`config.mk`:
```
export PLATFORM = sky130hd
export DESIGN_NAME = lif_neuron_bank
export DESIGN_NICKNAME = d
export VERILOG_FILES = /design/src/rtl/lif_neuron_bank.sv
export SDC_FILE = /design/constraint.sdc
export NUM_CORES = 1
export LEC_CHECK = 0
export ABC_AREA = 1
export BUFFER_PORTS_ARGS = -buffer_cell sky130_fd_sc_hd__buf_2
export CORE_UTILIZATION = 56
export CTS_BUF_LIST = sky130_fd_sc_hd__clkbuf_16
export CTS_CLUSTER_DIAMETER = 50
export CTS_CLUSTER_SIZE = 40
export DETAILED_ROUTE_END_ITERATION = 16
export GPL_ROUTABILITY_DRIVEN = 1
export HOLD_SLACK_MARGIN = 0.12
export PLACE_DENSITY_LB_ADDON = 0.12
export SLEW_MARGIN = 30
export SYNTH_ARGS = -nofsm -noshare
export SYNTH_HDL_FRONTEND = slang
export SYNTH_SLANG_ARGS = --single-unit
```
`constraint.sdc`:
```
create_clock -name clk -period 4.62 [get_ports clk]
set_input_delay 0.693 -clock clk [delete_from_list [all_inputs] [get_ports clk]]
set_output_delay 0.693 -clock clk [all_outputs]
set_load 0.1 [all_outputs]
```
`src/rtl/lif_neuron_bank.sv`:
```
// Four-neuron leaky integrate-and-fire bank fed by a toggle-strobed MVM result stream.
// Optional refractory period: define LIF_REFRACTORY_EN.
module lif_neuron_bank #(
  parameter int unsigned POT_W      = 10,
  parameter int unsigned THRESHOLD  = 64,
  parameter int unsigned LEAK_SHIFT = 3
) (
  input  logic       clk,
  input  logic       rst_n,
  input  logic [7:0] in_val,
  input  logic       in_tog,
  input  logic       clear,
  output logic [3:0] spikes,
  output logic       spikes_valid,
  output logic       busy,
  output logic       overrun
);

  localparam logic [POT_W-1:0] THR     = POT_W'(THRESHOLD);
  localparam logic [POT_W:0]   POT_MAX = {1'b0, {POT_W{1'b1}}};

  typedef enum logic [1:0] {
    S_COLLECT = 2'd0,
    S_UPDATE  = 2'd1,
    S_EMIT    = 2'd2
  } state_t;

  state_t           state_q, state_d;
  logic             tog_q;
  logic             strobe;
  logic             capture;
  logic             drop;
  logic [1:0]       idx_q;
  logic [1:0]       ucnt_q;
  logic [7:0]       buf_q [4];
  logic [POT_W-1:0] pot_q [4];
  logic [2:0]       spk_acc_q;
  logic [POT_W-1:0] pot_sel;
  logic [POT_W-1:0] pot_nxt;
  logic [7:0]       in_sel;
  logic             fire;

  // One extra bit of headroom so the sum can be saturated instead of wrapping.
  function automatic logic [POT_W:0] leak_integrate(input logic [POT_W-1:0] v,
                                                    input logic [7:0]       din);
    leak_integrate = {1'b0, v} - ({1'b0, v} >> LEAK_SHIFT) + (POT_W+1)'(din);
  endfunction

  function automatic logic [POT_W-1:0] sat_pot(input logic [POT_W:0] v);
    sat_pot = (v > POT_MAX) ? {POT_W{1'b1}} : v[POT_W-1:0];
  endfunction

  assign strobe  = in_tog ^ tog_q;
  assign pot_sel = pot_q[ucnt_q];

`ifdef LIF_REFRACTORY_EN
  logic [3:0] refr_q;

  assign in_sel  = refr_q[ucnt_q] ? 8'd0 : buf_q[ucnt_q];
  assign pot_nxt = sat_pot(leak_integrate(pot_sel, in_sel));
  assign fire    = !refr_q[ucnt_q] && (pot_nxt >= THR);

  always_ff @(posedge clk or negedge rst_n) begin
    if (!rst_n) begin
      refr_q <= 4'd0;
    end else if (clear) begin
      refr_q <= 4'd0;
    end else if (state_q == S_UPDATE && ucnt_q == 2'd3) begin
      refr_q <= {fire, spk_acc_q};
    end
  end
`else
  assign in_sel  = buf_q[ucnt_q];
  assign pot_nxt = sat_pot(leak_integrate(pot_sel, in_sel));
  assign fire    = (pot_nxt >= THR);
`endif

  always_ff @(posedge clk or negedge rst_n) begin
    if (!rst_n) begin
      state_q <= S_COLLECT;
    end else begin
      state_q <= state_d;
    end
  end

  always_comb begin
    state_d      = state_q;
    capture      = 1'b0;
    drop         = 1'b0;
    busy         = (state_q != S_COLLECT);
    spikes_valid = (state_q == S_EMIT);
    if (clear) begin
      state_d = S_COLLECT;
    end else begin
      case (state_q)
        S_COLLECT, S_EMIT: begin
          if (state_q == S_EMIT) state_d = S_COLLECT;
          if (strobe) begin
            capture = 1'b1;
            if (idx_q == 2'd3) state_d = S_UPDATE;
          end
        end
        S_UPDATE: begin
          drop = strobe;
          if (ucnt_q == 2'd3) state_d = S_EMIT;
        end
        default: state_d = S_COLLECT;
      endcase
    end
  end

  // Capture / integrate stage: one neuron per UPDATE cycle, vector published on the last.
  always_ff @(posedge clk or negedge rst_n) begin
    if (!rst_n) begin
      tog_q     <= 1'b0;
      idx_q     <= 2'd0;
      ucnt_q    <= 2'd0;
      spk_acc_q <= 3'd0;
      spikes    <= 4'd0;
      overrun   <= 1'b0;
      for (int i = 0; i < 4; i++) begin
        buf_q[i] <= '0;
        pot_q[i] <= '0;
      end
    end else begin
      tog_q <= in_tog;
      if (clear) begin
        idx_q     <= 2'd0;
        ucnt_q    <= 2'd0;
        spk_acc_q <= 3'd0;
        spikes    <= 4'd0;
        overrun   <= 1'b0;
        for (int i = 0; i < 4; i++) pot_q[i] <= '0;
      end else begin
        if (capture) begin
          buf_q[idx_q] <= in_val;
          idx_q        <= idx_q + 2'd1;
        end
        if (drop) overrun <= 1'b1;
        if (state_q == S_UPDATE) begin
          pot_q[ucnt_q] <= fire ? '0 : pot_nxt;
          ucnt_q        <= ucnt_q + 2'd1;
          if (ucnt_q == 2'd3) spikes <= {fire, spk_acc_q};
          else                spk_acc_q[ucnt_q] <= fire;
        end
      end
    end
  end

endmodule

```
==> flow_summary_export.csv, run 1 <==
group,metric,value,unit
floorplan,dieArea,8980,µm²
detailed_routing,via_per_inst,5.58,
power,power_density,502,nW/µm²
timing,max_slew_margin,39.9,%
timing,max_freq,265,MHz
grt,grt.total_usage,27.4,%
logic_synthesis,synth_nets,644,
clock_tree,ctsHoldBuffers,0,
power,comb_power_share,36.3,%
power,switching_share,38.0,%
clock_tree,cts_buffers,9,
clock_tree,cts-root-buf,"clkbuf_16",
floorplan,fp.dieH,94.8,µm
grt,grtUsageMet1,37.4,%
layout,final_common_cell,"nand2_1",
clock_tree,htreeDepth,3,
grt,top_usage_layer,"met2",
floorplan,initial_utilization,58.4,%
layout,stdcell_count,730,
timing,worst_slew_pin_slew,902,ps
setup_path,reg2reg_depth,16,
clock_tree,cts_sinks,87,
grt,grt_max_degree,46,
grt,grt_pass1_vias,3942,
floorplan,core,8260,µm²
timing,fin_crit_sh,81.7,%
floorplan,rows,33,
logic_synthesis,synth_area_leaders,"dfrtp_1 45%, nand2_1 14%, inv_1 6.3%, o21ai_0 5.3%, ha_1 5.2%",
floorplan,die_w,94.8,µm
logic_synthesis,syn_area,4820,µm²
timing,setup_viol,0,
grt,antenna_found_initial,0,
detailed_routing,drt_iter0_drc,262,
placement,placed_area,4990,µm²
timing,slew_violations,0,
flow_run,maxCapViolations,0,
placement,port_buffers,18,
logic_synthesis,synth_area_per_cell,7.97,µm²
setup_path,cp-end-kind,"flip-flop",
outcome,outcome,"complete, no violations",
detailed_routing,ant_nets,0,
setup_path,path_buf_inv,5,
min_path,hp-class,"input port to asynchronous set/reset pin",
layout,layout.nets,659,
detailed_routing,wirelength,11200,µm
logic_synthesis,synth_top_area_share,45.2,%
timing,rsz0062_at_grt,"false",
power,power.switching,1.01,mW
setup_path,path_class,"flip-flop to flip-flop",
setup_path,path_delay_family,"simple AND/OR/NAND/NOR gates",
layout,final_util,64.2,%
clock_tree,post-cts-setup-buffers,0,
power,clkPwrFrac,28.9,%
grt,grt_pass1_wl,18800,µm
setup_path,cpMaxStageDelayCell,"fa_1",
timing,tns,0,ps
setup_path,critPathLaunchType,"flip-flop",
logic_synthesis,seq_area_frac_synth,45.2,%
setup_path,worstPathArrival,4040,ps
clock_tree,cts_max_path_buffers,2,
layout,drive_above_1_share,9.92,%
logic_synthesis,ys_types,27,
power,p_leak,2.77,nW
setup_path,r2r_start,"ucnt_q[1]",
layout,final_cell_mix,"182 x nand2_1, 87 x dfrtp_1, 83 x inv_1",
clock_tree,clkTransAtPathRegs,60,ps
power,p_seq_share,34.9,%
detailed_routing,drt_pass1_iterations,5,
grt,met2_usage,45.2,%
power,internal-power,1.65,mW
setup_path,cp.required,4890,ps
placement,place_inst,714,
clock_tree,cts_resized,0,
timing,period_minus_slack,3770,ps
grt,gr-total-overflow,0,
logic_synthesis,yosys.area.top_type,"dfrtp_1",
setup_path,cpPeakStageDelay,510,ps
layout,syn2layout_area_growth,9.99,%
layout,diodes,0,
placement,dp_hpwl,7860,µm
setup_path,critPathLaunch,"ucnt_q[1]",
logic_synthesis,synth-seq-cells,87,
grt,grt_util_met3,3.95,%
detailed_routing,num_vias,4072,
detailed_routing,drc_errors,0,
timing,hold_violations,0,
setup_path,cp_max_fo,33,
setup_path,worstPathCellList,"inv_2 -> a21oi_1 -> a32oi_1 -> inv_1 -> fa_1 -> inv_1 -> ha_1 -> nand2_1 -> inv_1 -> a21oi_1 -> nand3_1 -> nand2_1 -> inv_2 -> nor2_4 -> nand4_1 -> nand2_1",
detailed_routing,wl_per_cell,15.3,µm
clock_tree,insertion_delay,340,ps
clock_tree,cts_tree,"done",
timing,finClkSkew,8.80,ps
logic_synthesis,ys_warn_count,0,
layout,post-route-cell-area,5300,µm²
power,ir_drop,0.268,mV
floorplan,ios,19,
setup_path,crit_cells,16,
placement,place_congestion,0.959,
logic_synthesis,syn_inst,605,
## stage by stage
step	hold WS, ps	setup WS (ps)	total power, mW
4_1_cts	368	868	2.66
3_3_place_gp	457	997	1.87
3_5_place_dp	464	910	1.89
6_report	345	847	2.66
5_1_grt	390	520	2.84
2_1_floorplan	397	1280	1.72
## layout make-up
cell class,instances,area [µm²]
clock inverters,7,90.1
multi-input cells,410,2210
repair buffers,24,138
flip-flops and latches,87,2180
well taps,105,131
fillers,730,2960
clock buffers,9,225
inverters,88,330
## cell usage after synthesis, drive strengths merged
| cell type | count |
|---|---|
| buf | 7 |
| ha | 20 |
| dfrtp | 87 |
| nand2 | 186 |
| xnor2 | 2 |
| clkbuf | 13 |
| xor2 | 3 |
| a32oi | 4 |
| o21ai | 51 |
| o22ai | 5 |
| a32o | 11 |
| fa | 7 |
| nor2 | 52 |
| inv | 88 |
| nand4 | 27 |
| a21oi | 23 |
| nand3 | 18 |
| or2 | 1 |
## flip-flops by register name (all words and copies together), names as in the netlist
signal / flops
state_q: 2
buf_q: 32
spk_acc_q: 3
spikes: 4
overrun: 1
tog_q: 1
pot_q: 40
ucnt_q: 2
idx_q: 2
## cells by family (layout without fill, tap and decap cells)
family	Yosys count	count (layout)	synth area share, %
and+or+nand+nor	284	284	25.4
buffers and inverters	108	128	9.06
AOI/OAI and AO/OA	94	94	11.4
DFF	87	87	45.2
adders and majority gates	27	27	8.10
xor gates and xnor gates	5	5	0.909
## path summary, 6_finish.rpt
check	end	slack, ps
max	pot_q[14]	850
min reg2reg	spikes[3]	480
min	buf_q[12]	340
min in group clk	spikes[3]	480
max in group asynchronous	pot_q[14]	3280
max reg2reg	pot_q[14]	850
## layer usage
layer | share of wire [%] | up-vias
met3 | 4.3 | 18
li1 | - | 1971
met5 | 0 | -
met1 | 47 | 1964
met4 | 1.2 | 0
met2 | 48 | 119
## power by group through the flow
stage	Combinational, mW	Clock [mW]	Sequential (mW)
2_1_floorplan	0.790	0	0.926
3_3_place_gp	0.929	0	0.938
3_5_place_dp	0.944	0	0.941
4_1_cts	0.953	0.775	0.928
5_1_grt	1.09	0.803	0.942
6_report	0.966	0.769	0.928
Power figures use the tool's default switching activity.
==> run 2: changes to the inputs <==
--- a/config.mk
+++ b/config.mk
@@ -5,7 +5,7 @@
 export SDC_FILE = /design/constraint.sdc
 export NUM_CORES = 1
 export LEC_CHECK = 0
-export ABC_AREA = 1
+export ABC_AREA = 0
 export BUFFER_PORTS_ARGS = -buffer_cell sky130_fd_sc_hd__buf_2
 export CORE_UTILIZATION = 56
 export CTS_BUF_LIST = sky130_fd_sc_hd__clkbuf_16
==> constraint.sdc (replaced) <==
create_clock -name clk -period 3.9 [get_ports clk]
set_input_delay 0.585 -clock clk [delete_from_list [all_inputs] [get_ports clk]]
set_output_delay 0.585 -clock clk [all_outputs]
set_load 0.1 [all_outputs]
==> flow_summary_export.csv, run 2 <==
group,metric,value,unit
outcome,outcome,"complete, no violations",
layout,final_common_cell,"dfrtp_1",
floorplan,rows,32,
clock_tree,cts_max_path_buffers,2,
placement,placed_area,4920,µm²
layout,fill_cells,568,
clock_tree,ctsHoldBuffers,0,
grt,antenna_found_initial,0,
timing,hold_violations,0,
power,power,3.12,mW
layout,reg.largest.list,"pot_q: 40 flops, buf_q: 32 flops, spikes: 4 flops",
logic_synthesis,synth_top_area_share,46.6,%
placement,place_congestion,0.819,
power,power_density,581,nW/µm²
layout,top_register,"pot_q",
setup_path,reg2reg_depth,12,
floorplan,initial_utilization,59.3,%
grt,grt_pass1_vias,3063,
grt,grt.total_usage,24.1,%
layout,multi_input_area,2370,µm²
power,comb_power_share,39.2,%
setup_path,cp_max_fo,8,
detailed_routing,num_vias,2974,
min_path,hp-class,"input port to asynchronous set/reset pin",
power,switching_share,34.4,%
setup_path,cp-end-kind,"flip-flop",
floorplan,fp.dieH,93.4,µm
timing,fin_crit_sh,96.0,%
setup_path,critPathLaunchType,"flip-flop",
detailed_routing,ant_nets,0,
detailed_routing,wl_per_cell,18.7,µm
logic_synthesis,synth_nets,413,
timing,max_freq,267,MHz
layout,diodes,0,
clock_tree,cts_tree,"done",
layout,stdcell_count,507,
clock_tree,clkTransAtPathRegs,60,ps
power,ir_drop,0.320,mV
detailed_routing,drt_pass1_iterations,4,
grt,grt_max_degree,88,
detailed_routing,wirelength,9480,µm
power,p_leak,2.43,nW
power,power.switching,1.07,mW
flow_run,maxCapViolations,0,
placement,port_buffers,18,
logic_synthesis,synth_commonest_cells,"87 x dfrtp_1, 33 x inv_1, 32 x mux2_2",
layout,layout.nets,439,
timing,max_slew_margin,44.6,%
clock_tree,cts-root-buf,"clkbuf_16",
logic_synthesis,synth-main-ff-cell,"dfrtp_1",
timing,slew_violations,0,
placement,dp_slack,3.62,ps
logic_synthesis,ys_types,49,
clock_tree,cts_buffers,9,
timing,finClkSkew,8.30,ps
logic_synthesis,synth-seq-cells,87,
logic_synthesis,synth-async-reset-ratio,100,%
logic_synthesis,synth_area_per_cell,12.5,µm²
timing,setup_slack,156,ps
logic_synthesis,synth_edf_count,0,
power,p_seq_share,35.9,%
logic_synthesis,syn_area,4680,µm²
clock_tree,insertion_delay,330,ps
logic_synthesis,seq_area_frac_synth,46.6,%
floorplan,die_w,93.4,µm
setup_path,worstPathArrival,3960,ps
timing,rsz0062_at_grt,"false",
grt,grt_pass1_wl,15700,µm
placement,place_inst,485,
setup_path,path_class,"flip-flop to flip-flop",
timing,worst_slew_pin_slew,830,ps
logic_synthesis,ys_warn_count,0,
clock_tree,cts_sinks,87,
timing,tns,0,ps
detailed_routing,drt_iter0_drc,175,
timing,period_minus_slack,3740,ps
timing,setup_viol,0,
logic_synthesis,synth_area_leaders,"dfrtp_1 47%, mux4_2 8.7%, mux2_2 7.7%, ha_1 5.4%, fa_1 3.0%",
power,clkPwrFrac,24.9,%
grt,gr-total-overflow,0,
layout,largest_reg_flops,40,
layout,final_cell_mix,"86 x dfrtp_1, 33 x inv_1, 32 x mux2_2",
floorplan,ios,19,
detailed_routing,drc_errors,0,
logic_synthesis,syn_inst,374,
floorplan,dieArea,8720,µm²
layout,seqCellArea,2180,µm²
placement,dp_hpwl,6480,µm
layout,syn2layout_area_growth,14.7,%
setup_path,cp.required,4110,ps
logic_synthesis,yosys.area.top_type,"dfrtp_1",
layout,drive_above_1_share,32.1,%
power,internal-power,2.04,mW
layout,post-route-cell-area,5360,µm²
logic_synthesis,synth_most_common_cell,"dfrtp_1",
detailed_routing,via_per_inst,5.87,
clock_tree,htreeDepth,3,
floorplan,core,7890,µm²
[run 2: cell count changes in the layout (fill, tap and decap cells not counted), sizes merged, moves of 21 or more]
| cell | previous run | this run |
|---|---|---|
| o21ai | 51 | 8 |
| nand2 | 186 | 13 |
| and2 | 0 | 21 |
| nor2 | 52 | 10 |
| mux2 | 0 | 32 |
| nand4 | 27 | 1 |
| inv | 90 | 37 |
[run 2: power groups by stage]
stage / Sequential (mW) / Clock (mW) / Combinational [mW]
2_1_floorplan: 1.11 / 0 / 0.803
3_3_place_gp: 1.12 / 0 / 1.04
3_5_place_dp: 1.13 / 0 / 1.07
4_1_cts: 1.12 / 0.795 / 1.08
5_1_grt: 1.14 / 0.832 / 1.34
6_report: 1.12 / 0.775 / 1.22
[run 2: final timing paths]
| path | startpoint | to | slack, ps |
|---|---|---|---|
| worst max-delay path | ucnt_q[0] | pot_q[34] | 160 |
| worst min-delay path | rst_n | idx_q[1] | 300 |
| worst max register to register | ucnt_q[0] | pot_q[34] | 160 |
| worst min register to register | pot_q[4] | pot_q[4] | 480 |
| max in group asynchronous | rst_n | ucnt_q[0] | 3040 |
| min in group clk | in_tog | tog_q | 390 |
[run 2: routing by layer]
layer | share of wire [%] | vias to the layer above | track usage (%)
met5 | 0 | - | 0
met4 | 0.43 | 0 | 6.79
met3 | 3.3 | 2 | 4.63
met2 | 50 | 60 | 39.2
met1 | 46 | 1513 | 33.4
li1 | - | 1399 | -
[run 2: area by class of cell]
| cell class | instances | share of cell area [%] |
|---|---|---|
| clock buffer | 9 | 4.20 |
| clock inverter | 7 | 0.840 |
| inverter | 33 | 2.31 |
| multi-input combinational | 233 | 44.3 |
| sequential | 87 | 40.6 |
| tap | 102 | 2.38 |
| timing repair buffer | 36 | 5.39 |
[run 2: per-stage QoR]
step	hold WS [ps]	util, %
after floorplan	289	-
after global placement	461	62.3
after detailed placement	467	62.4
after CTS	336	66.0
after global routing	373	68.0
final	301	68.0
[run 2: cells by family (layout without fill, tap and decap cells)]
family	Yosys count	count (layout)	share of synthesized area, %
compound gates	66	66	11.8
xor+xnor	8	8	1.50
fa+ha+maj	27	27	8.35
buf+inv	54	85	4.74
flops	87	87	46.6
mux	52	52	16.8
simple gates	80	80	10.2
[run 2: worst max-delay path, stage by stage (launching register included)]
cell and delay (ps):
dfrtp_2 440, buf_12 160, mux4_2 550, fa_1 540, inv_1 70, fa_2 430, nor2b_4 130, o2111a_1 210
o21ai_0 140, a221oi_4 330, nand3_4 150, buf_6 150, o41ai_1 320
[run 2: what timing repair did]
item | 4_1_cts | 5_1_grt
buffers inserted | 2 | 3
gates cloned | 0 | 1
endpoints found under the setup margin | 6 | 24
pin swaps | 1 | 5
resized for setup | 0 | 19
